<file path="src/rtl/l2_req_out_queue_pkg.sv">
// Shared cache types for the L2 request-out path, plus the queued entry
// layout so the NoC side can reuse it.
package l2_req_out_queue_pkg;

  localparam int LINE_ADDR_BITS = 28;
  localparam int BITS_PER_LINE  = 128;
  localparam int HPROT_WIDTH    = 2;

  typedef logic [LINE_ADDR_BITS-1:0] line_addr_t;
  typedef logic [BITS_PER_LINE-1:0]  line_t;
  typedef logic [HPROT_WIDTH-1:0]    hprot_t;

  typedef enum logic [2:0] {
    REQ_GETS = 3'd0,
    REQ_GETM = 3'd1,
    REQ_PUTS = 3'd2,
    REQ_PUTM = 3'd3,
    REQ_WB   = 3'd4
  } coh_msg_t;

  typedef struct packed {
    coh_msg_t   coh_msg;
    hprot_t     hprot;
    line_addr_t addr;
    line_t      line;
  } l2_req_out_entry_t;

endpackage

</file>
<file path="src/rtl/l2_req_out_queue_sync_fifo.sv">
// Generic synchronous FIFO: DEPTH x WIDTH storage, natural-wrap pointers,
// occupancy counter. Callers must only push when !full and pop when !empty.
module l2_sync_fifo #(
  parameter int DEPTH = 4,
  parameter int WIDTH = 8,
  parameter int CNT_W = $clog2(DEPTH+1)
) (
  input  logic             clk,
  input  logic             rst,
  input  logic             push_i,
  input  logic             pop_i,
  input  logic [WIDTH-1:0] wdata_i,
  output logic [WIDTH-1:0] rdata_o,
  output logic [CNT_W-1:0] occupancy_o,
  output logic             full_o,
  output logic             empty_o
);

  localparam int PTR_W = $clog2(DEPTH);

  logic [WIDTH-1:0] mem_q [DEPTH];
  logic [PTR_W-1:0] wr_ptr_q, wr_ptr_d;
  logic [PTR_W-1:0] rd_ptr_q, rd_ptr_d;
  logic [CNT_W-1:0] count_q, count_d;

  // Next pointers and occupancy; a simultaneous push and pop keeps the count.
  always_comb begin
    wr_ptr_d = wr_ptr_q;
    rd_ptr_d = rd_ptr_q;
    count_d  = count_q;
    if (push_i) wr_ptr_d = wr_ptr_q + PTR_W'(1);
    if (pop_i)  rd_ptr_d = rd_ptr_q + PTR_W'(1);
    case ({push_i, pop_i})
      2'b10:   count_d = count_q + CNT_W'(1);
      2'b01:   count_d = count_q - CNT_W'(1);
      default: count_d = count_q;
    endcase
  end

  // Pointer and count registers.
  always_ff @(posedge clk or posedge rst) begin
    if (rst) begin
      wr_ptr_q <= '0;
      rd_ptr_q <= '0;
      count_q  <= '0;
    end else begin
      wr_ptr_q <= wr_ptr_d;
      rd_ptr_q <= rd_ptr_d;
      count_q  <= count_d;
    end
  end

  // Storage is not reset; contents are only observed when non-empty.
  always_ff @(posedge clk) begin
    if (push_i) mem_q[wr_ptr_q] <= wdata_i;
  end

  assign rdata_o     = mem_q[rd_ptr_q];
  assign occupancy_o = count_q;
  assign full_o      = (count_q == CNT_W'(DEPTH));
  assign empty_o     = (count_q == '0);

endmodule

</file>
<file path="src/rtl/l2_req_out_queue.sv">
// Request-out buffer between the L2 and the NoC: decouples back-pressure
// with a FIFO and caps requests in flight toward the LLC/directory.
module l2_req_out_queue
  import l2_req_out_queue_pkg::*;
#(
  parameter int DEPTH           = 4,
  parameter int MAX_OUTSTANDING = 4,
  parameter int CNT_W           = $clog2(DEPTH+1),
  parameter int OUT_W           = $clog2(MAX_OUTSTANDING+1)
) (
  input  logic                      clk,
  input  logic                      rst,
  input  logic                      in_valid,
  output logic                      in_ready,
  input  coh_msg_t                  in_coh_msg,
  input  logic [HPROT_WIDTH-1:0]    in_hprot,
  input  logic [LINE_ADDR_BITS-1:0] in_addr,
  input  logic [BITS_PER_LINE-1:0]  in_line,
  output logic                      out_valid,
  input  logic                      out_ready,
  output coh_msg_t                  out_coh_msg,
  output logic [HPROT_WIDTH-1:0]    out_hprot,
  output logic [LINE_ADDR_BITS-1:0] out_addr,
  output logic [BITS_PER_LINE-1:0]  out_line,
  input  logic                      rsp_done,
  output logic [CNT_W-1:0]          occupancy,
  output logic [OUT_W-1:0]          outstanding,
  output logic                      idle,
  output logic                      err_underflow
);

  localparam int ENTRY_W = $bits(l2_req_out_entry_t);

  l2_req_out_entry_t  wr_entry;
  l2_req_out_entry_t  head_entry;
  l2_req_out_entry_t  head_vis;
  logic [ENTRY_W-1:0] head_raw;
  logic               fifo_full;
  logic               fifo_empty;
  logic               push;
  logic               pop;
  logic               throttled;
  logic [OUT_W-1:0]   outs_q, outs_d;
  logic               err_q, err_d;

  assign wr_entry = '{coh_msg: in_coh_msg, hprot: in_hprot, addr: in_addr, line: in_line};

  // in_ready comes from registered occupancy only, never from out_ready.
  assign throttled = (outs_q == OUT_W'(MAX_OUTSTANDING));
  assign in_ready  = !fifo_full;
  assign out_valid = !fifo_empty && !throttled;
  assign push      = in_valid && in_ready;
  assign pop       = out_valid && out_ready;

  l2_sync_fifo #(
    .DEPTH (DEPTH),
    .WIDTH (ENTRY_W),
    .CNT_W (CNT_W)
  ) u_fifo (
    .clk         (clk),
    .rst         (rst),
    .push_i      (push),
    .pop_i       (pop),
    .wdata_i     (wr_entry),
    .rdata_o     (head_raw),
    .occupancy_o (occupancy),
    .full_o      (fifo_full),
    .empty_o     (fifo_empty)
  );

  // Head is zeroed while empty so stale storage never leaks onto out_*.
  assign head_entry = l2_req_out_entry_t'(head_raw);
  assign head_vis   = fifo_empty ? '0 : head_entry;

  assign out_coh_msg = head_vis.coh_msg;
  assign out_hprot   = head_vis.hprot;
  assign out_addr    = head_vis.addr;
  assign out_line    = head_vis.line;

  // In-flight accounting: issue increments, completion decrements; a
  // completion with nothing in flight holds at zero and flags underflow.
  always_comb begin
    outs_d = outs_q;
    err_d  = err_q;
    case ({pop, rsp_done})
      2'b10: outs_d = outs_q + OUT_W'(1);
      2'b01: begin
        if (outs_q == '0) err_d  = 1'b1;
        else              outs_d = outs_q - OUT_W'(1);
      end
      default: outs_d = outs_q;
    endcase
  end

  // Outstanding counter and sticky underflow flag.
  always_ff @(posedge clk or posedge rst) begin
    if (rst) begin
      outs_q <= '0;
      err_q  <= 1'b0;
    end else begin
      outs_q <= outs_d;
      err_q  <= err_d;
    end
  end

  assign outstanding   = outs_q;
  assign err_underflow = err_q;
  assign idle          = fifo_empty && (outs_q == '0);

endmodule

</file>
<file path="config.mk">
export PLATFORM = sky130hd
export DESIGN_NAME = l2_req_out_queue
export DESIGN_NICKNAME = d
export VERILOG_FILES = /design/src/rtl/l2_req_out_queue_pkg.sv /design/src/rtl/l2_req_out_queue_sync_fifo.sv /design/src/rtl/l2_req_out_queue.sv
export SDC_FILE = /design/constraint.sdc
export NUM_CORES = 1
export LEC_CHECK = 0
export CAP_MARGIN = 20
export CELL_PAD_IN_SITES_DETAIL_PLACEMENT = 1
export CELL_PAD_IN_SITES_GLOBAL_PLACEMENT = 1
export CORE_ASPECT_RATIO = 1.2
export CORE_MARGIN = 2
export CORE_UTILIZATION = 47
export CTS_BUF_LIST = sky130_fd_sc_hd__clkbuf_2
export DETAILED_ROUTE_END_ITERATION = 12
export DONT_BUFFER_PORTS = 1
export PLACE_DENSITY = 0.7
export SETUP_SLACK_MARGIN = 0.5
export SLEW_MARGIN = 20
export SYNTH_ARGS = -nofsm -noshare
export SYNTH_HDL_FRONTEND = slang
export SYNTH_SLANG_ARGS = --single-unit
export TNS_END_PERCENT = 30
</file>
<file path="constraint.sdc">
create_clock -name clk -period 5.58 [get_ports clk]
set_input_delay 0.558 -clock clk [delete_from_list [all_inputs] [get_ports clk]]
set_output_delay 0.558 -clock clk [all_outputs]
set_load 0.01 [all_outputs]
</file>
==> results.py <==
metrics = {
    "outcome": {
        "status": "completed",
    },
    "route": {
        "drt_wl_total_mm": 61.46,
        "num_vias": 12912,
        "route.detailed.drc": 0,
        "via_per_inst": 5.448,
        "post_drt_wl_per_cell_um": 25.93,
        "drt_first_pass_iters": 5,
        "drt_iter0_markers": 807,
        "drtAntennaViolNets": 0,
    },
    "setup_path": {
        "end_kind": "output port",
        "arrival_ps": 3580,
        "crit_path_start": "u_fifo.occupancy_o[0]",
        "r2r_end": "outstanding[2]",
        "required_ps": 5020,
        "start_kind": "flip-flop",
        "crit_type": "flip-flop to output port",
        "rr_worst_depth": 8,
        "cp-endpoint": "out_line[28]",
        "r2r_start": "u_fifo.occupancy_o[0]",
        "path_max_fanout": 73,
        "reg2reg_slack_ps": 2480,
    },
    "sta": {
        "layout_setup_ws_ps": 1445,
        "clock_skew_ps": 86.43,
        "finalHoldViolations": 0,
        "slew_headroom": 0.4023,
        "rsz0062_at_grt": "false",
        "slew_viol_final": 0,
        "min_period_ps": 4135,
        "fmax_mhz": 241.8,
        "tns_ps": 0,
        "worstMarginPinSlew_ps": 896.5,
        "hold-worst-slack_ps": 232.0,
        "finalSetupViolCount": 0,
        "min_period_over_period": 0.7411,
    },
    "pwr": {
        "p_leak_nw": 10.24,
        "powerDensity_nw_per_um2": 493.2,
        "ir_worst_vdd_v": 0.0003093,
    },
    "cts": {
        "cts_root_buf": "clkbuf_2",
        "postCtsHoldBufs": 328,
        "cts_setup_buffers": 0,
        "clock_latency_ps": 1260,
        "cts_tree": "built",
        "cts-resized-gates": 0,
        "cts.path.max_buffers": 3,
        "cts_buffers": 158,
        "cts_sinks": 655,
        "path_clk_slew_ps": 100,
        "htreeDepth": 4,
    },
    "global_route": {
        "busiest_layer": "met2",
        "track_usage": 0.2275,
        "grt_max_degree": 95,
        "grt.met1_usage": 0.2838,
        "grt-ovfl-total": 0,
        "grt_pass1_vias": 14510,
        "use_met3": 0.07459,
        "grt_pass1_wl_mm": 92.62,
        "grtUsageMet2": 0.3737,
        "antenna_found_initial": 5,
    },
    "synthesis": {
        "netlist_area_sq_um": 25080,
        "yosysSeqAreaShare": 0.7819,
        "synth_edf_count": 644,
        "ys_ff_latch": 655,
        "avgSynthCellArea_sq_um": 22.74,
        "synthCells": 1103,
        "yosys_most_used_dff": "edfxtp_1",
        "synth_async_sr_flop_share": 0.01679,
        "synth_nets": 1276,
        "ys_types": 41,
        "synth-warning-count": 0,
    },
    "die": {
        "initial_core_util": 0.4768,
        "std_cell_rows": 92,
        "dieArea_sq_um": 55240,
        "dieHeight_um": 257.1,
        "ios": 337,
        "die-width_um": 214.9,
        "core-area_sq_um": 52610,
    },
    "layout": {
        "area_delta_synth_final_pct": 21.97,
        "final_cell_mix": "644 x edfxtp_1, 328 x dlygate4sd3_1, 229 x clkbuf_2, 162 x and2_1, 161 x mux4_2",
        "drive_gt1_frac": 0.2602,
        "layout_commonest_cell": "edfxtp_1",
        "layout.nets": 1720,
    },
    "min_path": {
        "hold_path.class": "input pin to flip-flop",
    },
    "place": {
        "hpwl_mm": 30.77,
        "numPortBuffers": 0,
        "gp_congestion": 0.7671,
        "place_ws_ps": 2727,
    },
    "job": {
        "cap_violations": 0,
    },
}
==> how the worst min path moves through the flow <==
stage / start / to / slack, ps / cells past startpoint
3_3_place_gp: rst / err_underflow / 500 / 1
6_report: out_ready / outstanding[0] / 230 / 4
5_1_grt: out_ready / outstanding[0] / 70 / 4
3_5_place_dp: rst / err_underflow / 500 / 1
2_1_floorplan: rst / err_underflow / 410 / 1
4_1_cts: out_ready / outstanding[0] / 20 / 4
==> logic make-up (layout without fill, tap and decap cells) <==
kind of cell,count (synthesis),count (layout),synth area share
mux,164,164,0.1460
other cells,0,1,0
compound gates,18,18,0.005138
flops,655,655,0.7819
fa+ha+maj,7,7,0.003791
buf+inv,67,628,0.01467
simple gates,185,185,0.04604
xor+xnor,7,7,0.002444
==> power breakdown <==
part           internal, W  switching [W]
Sequential         0.00650       0.000425
Combinational      0.00204        0.00285
Clock              0.00129        0.00198
Total              0.00983        0.00526
==> sequential cells by signal, summed over array words and instances, names as in the netlist <==
register / cells
err_underflow: 1
outstanding: 3
u_fifo.mem_q: 644
u_fifo.occupancy_o: 3
u_fifo.rd_ptr_q: 2
u_fifo.wr_ptr_q: 2
==> through the flow <==
step	cell area [sq um]	utilization	power, W	instances
global route	30590	0.5816	0.01582	2370
finish	30590	0.5816	0.01509	2370
global placement	25850	0.4914	0.01154	1764
detailed placement	25850	0.4914	0.01164	1764
floorplan	25080	-	0.01060	1103
CTS	30590	0.5815	0.01505	2369
==> layout make-up <==
type	instances	area, sq um
antenna	1	2.502
clock buffer	229	1146
clock inverter	48	314.1
fill	4632	22010
inverter	8	30.03
multi-input combinational	381	5127
sequential	655	19620
tap	705	882.1
timing repair buffer	343	3471
==> synth_stat cells, types with 2 or more instances <==
cell type    n  area (sq um)
edfxtp_1   644         19340
and2_1     162          1013
mux4_2     161          3626
clkbuf_1    24         90.09
buf_2       19         95.09
buf_6       12         135.1
dfrtp_1     11         275.3
inv_1        8         30.03
and3_1       7         43.79
ha_1         6         75.07
o21ai_0      4         20.02
xnor2_1      4         35.03
nand2b_1     3         18.77
xor2_1       3         26.28
a21oi_1      2         10.01
buf_1        2         7.510
clkbuf_2     2         10.01
nand2_1      2         7.510
nor2_1       2         7.510
nor3_1       2         10.01
o2111ai_1    2         17.52
o31ai_1      2         15.01
==> worst max-delay path: stages, from the launching register on <==
cell	delay, ps
dfrtp_1	590
or3_4	730
buf_4	580
and2_1	340
==> layer usage <==
| layer | vias to the layer above | routed length (um) |
|---|---|---|
| li1 | 5483 | - |
| met5 | - | 35 |
| met1 | 6750 | 24100 |
| met2 | 566 | 31370 |
| met4 | 6 | 1424 |
| met3 | 107 | 4527 |
Power figures use the tool's default switching activity.
